$ cat src/rtl/uart_rx_cfg.sv
// Parametrised UART receiver: majority-voted sampling, false-start rejection,
// ready/ack handshake with overrun; break detection when UART_RX_BREAK_EN is defined.
module uart_rx_cfg #(
    parameter int DATA_BITS  = 8,
    parameter int PARITY     = 1,
    parameter int STOP_BITS  = 1,
    parameter int OVERSAMPLE = 16
) (
    input  logic                 clk,
    input  logic                 nRST,
    input  logic                 uart_clk,
    input  logic                 rxd,
    input  logic                 ack,
    output logic                 ready,
    output logic [DATA_BITS-1:0] data,
    output logic                 parity_err,
    output logic                 frame_err,
    output logic                 overrun,
    output logic                 break_det
);

    localparam int CW = $clog2(OVERSAMPLE);
    localparam int M  = OVERSAMPLE / 2;
    localparam logic [CW-1:0] C_S0   = CW'(M - 1);
    localparam logic [CW-1:0] C_S1   = CW'(M);
    localparam logic [CW-1:0] C_DEC  = CW'(M + 1);
    localparam logic [CW-1:0] C_LAST = CW'(OVERSAMPLE - 1);
    localparam logic [3:0] LAST_DATA = 4'(DATA_BITS - 1);
    localparam logic [3:0] LAST_STOP = 4'(STOP_BITS - 1);

    typedef enum logic [2:0] {
        S_IDLE,
        S_START,
        S_DATA,
        S_PARITY,
        S_STOP
`ifdef UART_RX_BREAK_EN
        , S_BREAK
`endif
    } state_t;

    state_t                 state;
    logic                   rx_meta;
    logic                   rxs;
    logic [CW-1:0]          cnt;
    logic [3:0]             bit_cnt;
    logic                   samp0;
    logic                   samp1;
    logic [DATA_BITS-1:0]   shreg;
    logic                   par_acc;
    logic                   par_bad;
    logic                   stop_err;
    logic                   maj;
    logic                   at_dec;
    logic                   at_wrap;
`ifdef UART_RX_BREAK_EN
    logic                   all_zero;
`endif

    always_ff @(posedge clk or negedge nRST) begin
        if (!nRST) begin
            rx_meta <= 1'b1;
            rxs     <= 1'b1;
        end else begin
            rx_meta <= rxd;
            rxs     <= rx_meta;
        end
    end

    // The third sample is the live rxs at the decision tick itself
    assign maj     = (samp0 & samp1) | (samp0 & rxs) | (samp1 & rxs);
    assign at_dec  = uart_clk && (cnt == C_DEC);
    assign at_wrap = uart_clk && (cnt == C_LAST);

`ifndef UART_RX_BREAK_EN
    assign break_det = 1'b0;
`endif

    always_ff @(posedge clk or negedge nRST) begin
        if (!nRST) begin
            state      <= S_IDLE;
            cnt        <= '0;
            bit_cnt    <= '0;
            samp0      <= 1'b1;
            samp1      <= 1'b1;
            shreg      <= '0;
            par_acc    <= 1'b0;
            par_bad    <= 1'b0;
            stop_err   <= 1'b0;
            ready      <= 1'b0;
            data       <= '0;
            parity_err <= 1'b0;
            frame_err  <= 1'b0;
            overrun    <= 1'b0;
`ifdef UART_RX_BREAK_EN
            all_zero   <= 1'b0;
            break_det  <= 1'b0;
`endif
        end else begin
            // Completion assignments below come later and therefore win over ack
            if (ack) begin
                ready   <= 1'b0;
                overrun <= 1'b0;
`ifdef UART_RX_BREAK_EN
                break_det <= 1'b0;
`endif
            end

            if (uart_clk) begin
                if (state != S_IDLE) begin
                    cnt <= (cnt == C_LAST) ? '0 : cnt + CW'(1);
                    if (cnt == C_S0) samp0 <= rxs;
                    if (cnt == C_S1) samp1 <= rxs;
                end

                unique case (state)
                    S_IDLE: begin
                        if (!rxs) begin
                            state    <= S_START;
                            cnt      <= CW'(1);
                            bit_cnt  <= '0;
                            par_acc  <= 1'b0;
                            par_bad  <= 1'b0;
                            stop_err <= 1'b0;
`ifdef UART_RX_BREAK_EN
                            all_zero <= 1'b1;
`endif
                        end
                    end
                    S_START: begin
                        if (at_dec && maj)
                            state <= S_IDLE;
                        else if (at_wrap)
                            state <= S_DATA;
                    end
                    S_DATA: begin
                        if (at_dec) begin
                            shreg   <= {maj, shreg[DATA_BITS-1:1]};
                            par_acc <= par_acc ^ maj;
`ifdef UART_RX_BREAK_EN
                            all_zero <= all_zero & ~maj;
`endif
                        end else if (at_wrap) begin
                            if (bit_cnt == LAST_DATA) begin
                                bit_cnt <= '0;
                                state   <= (PARITY != 0) ? S_PARITY : S_STOP;
                            end else begin
                                bit_cnt <= bit_cnt + 4'd1;
                            end
                        end
                    end
                    S_PARITY: begin
                        if (at_dec) begin
                            par_bad <= par_acc ^ maj ^ (PARITY == 2);
`ifdef UART_RX_BREAK_EN
                            all_zero <= all_zero & ~maj;
`endif
                        end else if (at_wrap) begin
                            state <= S_STOP;
                        end
                    end
                    S_STOP: begin
                        if (at_dec) begin
`ifdef UART_RX_BREAK_EN
                            if (bit_cnt == 4'd0 && all_zero && !maj) begin
                                data       <= '0;
                                parity_err <= 1'b0;
                                frame_err  <= 1'b1;
                                break_det  <= 1'b1;
                                ready      <= 1'b1;
                                overrun    <= ready & ~ack;
                                state      <= S_BREAK;
                            end else
`endif
                            if (bit_cnt == LAST_STOP) begin
                                data       <= shreg;
                                parity_err <= (PARITY != 0) ? par_bad : 1'b0;
                                frame_err  <= stop_err | ~maj;
                                ready      <= 1'b1;
                                overrun    <= ready & ~ack;
                                state      <= S_IDLE;
                            end else begin
                                stop_err <= stop_err | ~maj;
                            end
                        end else if (at_wrap) begin
                            bit_cnt <= bit_cnt + 4'd1;
                        end
                    end
`ifdef UART_RX_BREAK_EN
                    S_BREAK: begin
                        if (rxs) state <= S_IDLE;
                    end
`endif
                    default: state <= S_IDLE;
                endcase
            end
        end
    end

endmodule

$ cat config.mk
export PLATFORM = sky130hd
export DESIGN_NAME = uart_rx_cfg
export DESIGN_NICKNAME = d
export VERILOG_FILES = /design/src/rtl/uart_rx_cfg.sv
export SDC_FILE = /design/constraint.sdc
export NUM_CORES = 1
export LEC_CHECK = 0
export ABC_CLOCK_PERIOD_IN_PS = 3550
export CAP_MARGIN = 20
export CELL_PAD_IN_SITES_DETAIL_PLACEMENT = 1
export CELL_PAD_IN_SITES_GLOBAL_PLACEMENT = 1
export CORE_MARGIN = 3
export CORE_UTILIZATION = 44
export CTS_CLUSTER_DIAMETER = 100
export DETAILED_ROUTE_END_ITERATION = 8
export PLACE_DENSITY = 0.75
export SYNTH_ARGS = -nofsm -noshare
export SYNTH_HDL_FRONTEND = slang
export SYNTH_SLANG_ARGS = --single-unit
$ cat constraint.sdc
create_clock -name clk -period 3.55 [get_ports clk]
set_clock_uncertainty 0.2 [all_clocks]
set_input_delay 0.5325 -clock clk [delete_from_list [all_inputs] [get_ports clk]]
set_output_delay 0.5325 -clock clk [all_outputs]
set_load 0.05 [all_outputs]
==> flow_metrics.py <==
metrics = {
    "worst_setup_path": {
        "slowest_delay_ps": 830,
        "critical_path.max_fanout": 3,
        "path_buf_inv": 1,
        "worstReg2RegEnd": "frame_err$_DFFE_PN0P_",
        "crit_family": "buffers and inverters",
        "path_cells": "clkdlybuf4s50_1",
        "r2r_setup_slack_ps": 1370,
        "worstSetupEndpointType": "primary output",
        "crit_path_start_kind": "flip-flop",
        "critical_path_arrival_ps": 1490,
        "required_ps": 2820,
        "critPathSlowestCell": "clkdlybuf4s50_1",
        "reg2reg_depth": 6,
        "r2r-start": "cnt[1]$_DFFE_PN0P_",
        "crit_type": "flip-flop to primary output",
    },
    "logic_synthesis": {
        "seq_area_frac_synth": 0.4958,
        "yosys_warnings": 0,
        "synthArstFlopShare": 1.000,
        "netlist_area_sq_um": 1928,
        "netlist_instances": 169,
        "ys_seq_elements": 38,
        "synthTopCellsByCount": "dfrtp_1 (34), mux2_2 (13), nand2_1 (12), inv_1 (11), a21oi_1 (9)",
        "synth.distinct_cells": 50,
        "yosysTopAreaCell": "dfrtp_1",
        "syn_nets": 179,
        "synth_ff_type": "dfrtp_1",
        "synth.avg_cell_area_sq_um": 11.41,
        "synth_area_leaders": "dfrtp_1 (44%), mux2_2 (7.6%), dfstp_2 (5.5%)",
        "synth.most_common_cell": "dfrtp_1",
        "synth_edf_count": 0,
        "synth_top_area_frac": 0.4413,
    },
    "route": {
        "route.met3.wl_microns": 161,
        "wl_mm": 4.140,
        "first_pass_iters": 4,
        "wl_met1_mm": 1.747,
        "first_iter_violations": 77,
        "drcViolationCount": 0,
        "dr_wl_met2_mm": 2.184,
        "vias": 1337,
        "ant_nets": 0,
        "wire_per_inst_microns": 17.77,
        "viasPerCell": 5.738,
        "top_layer": "met4",
    },
    "clock_tree": {
        "cts_buffer_depth": 2,
        "cts_htree_levels": 2,
        "cts_buffers": 5,
        "tritoncts": "yes",
        "cts.sink_count": 38,
        "postCtsSetupBuffers": 0,
        "ctsHoldBuffers": 0,
        "clkTransAtPathRegs_ps": 80,
        "clock_latency_ps": 290,
        "cts_resized": 0,
        "cts-root-buf": "clkbuf_8",
    },
    "grt": {
        "grt_max_degree": 39,
        "first_global_vias": 1432,
        "grt_overflow_total": 0,
        "grt.total_usage": 0.1824,
        "grt_first_pass_wirelength_mm": 7.320,
        "antenna_found_initial": 0,
    },
    "sta": {
        "hold_violations": 0,
        "slew_headroom": 0.4596,
        "max_freq_mhz": 450.6,
        "setup_violations": 0,
        "fin_tns_setup_ps": 0,
        "period_minus_slack_ps": 2219,
        "rsz0062_at_grt": "false",
        "tightest_slew_ps": 810.6,
        "slew_viol_final": 0,
        "fin_crit_sh": 0.6251,
        "setup_slack_ps": 1331,
    },
    "floorplanning": {
        "core.rowCount": 23,
        "coreArea_sq_um": 4115,
        "die_x_microns": 72.20,
        "ios": 18,
        "start_util": 0.4685,
        "dieArea_sq_um": 5212,
        "fp.dieH_microns": 72.20,
    },
    "power": {
        "irDropWorstVdd_mv": 0.3074,
        "leakage_uw": 0.001016,
        "p_per_area_nw_per_um2": 666.3,
    },
    "final_layout": {
        "syn_to_final_growth_pct": 14.15,
        "filler_cell_count": 443,
        "nNetsFinal": 192,
        "drive_gt1_frac": 0.2022,
        "antenna_cells": 0,
        "final_util": 0.5348,
    },
    "place": {
        "pre_cts_ws_ps": 1076,
        "place_congestion": 0.8683,
        "hpwlAfterDp_mm": 2.938,
        "portBuffers": 16,
    },
    "run_status": {
        "status": "completed",
    },
    "job": {
        "cap_viol_max_count": 0,
    },
    "hold_path": {
        "min_path_type": "primary input to async pin",
    },
}
layout make-up:
class                      instances  area (sq um)  area share
timing repair buffer              17         162.7     0.07391
clock inverter                     1         30.03     0.01364
tap                               50         62.56     0.02843
sequential                        38         955.9      0.4343
multi-input combinational        109         862.1      0.3917
clock buffer                       7         86.33     0.03923
inverter                          11         41.29     0.01876
worst max path at each step:
stage	start	endpoint	depth (start not counted)
3_3_place_gp	uart_clk	data[4]$_DFFE_PN0P_	4
6_report	ready$_DFF_PN0_	ready	1
3_5_place_dp	uart_clk	frame_err$_DFFE_PN0P_	5
4_1_cts	data[3]$_DFFE_PN0P_	data[3]	1
5_1_grt	cnt[1]$_DFFE_PN0P_	frame_err$_DFFE_PN0P_	6
2_1_floorplan	cnt[0]$_DFFE_PN0P_	bit_cnt[2]$_DFFE_PN0P_	5
flip-flops by register name, summed over array words and instances (netlist names), 3 cells and up:
register  count
shreg         8
state         3
cnt           4
data          8
bit_cnt       4
metrics by stage:
stage | cell area, sq um | std cells | hold slack [ps] | total power (uW)
2_1_floorplan | 1928 | 169 | 36.91 | 985.1
3_3_place_gp | 2085 | 225 | 148.3 | 1062
3_5_place_dp | 2085 | 225 | 157.6 | 1095
4_1_cts | 2201 | 233 | 161.7 | 1476
5_1_grt | 2201 | 233 | 173.4 | 1579
6_report | 2201 | 233 | 128.0 | 1466
report_power, final:
group	internal (uW)	leakage [uW]	switching, uW
clock	229	0.0000585	147
sequential	524	0.000487	153
combinational	178	0.000470	234
total	932	0.00102	535
routing by layer:
metal,up-vias,track usage
met5,-,0
met4,0,0.04593
met3,6,0.04294
met2,25,0.3165
met1,678,0.2282
li1,628,-
cell usage in the layout, fill, tap and decap left out, types with 4 or more instances in the layout:
cell type         n
nor2_1            4
o21ai_0           6
a21oi_1           9
inv_1            11
dfrtp_1          34
mux2_2           13
mux2_4            6
nand2_1          12
dfstp_2           4
clkbuf_8          6
clkdlybuf4s50_1  15
nand3_1           5
ha_1              5
kinds of logic (layout without fill, tap and decap cells):
family,count (synthesis),in the layout,share of synthesized area
xor+xnor,2,2,0.009087
other cells,1,1,0.001945
compound gates,33,33,0.1149
simple gates,45,45,0.1454
flops,38,38,0.4958
buf+inv,22,36,0.05711
fa+ha+maj,6,6,0.03764
mux,22,22,0.1382
Note: power is estimated with default switching activity, not from simulation.
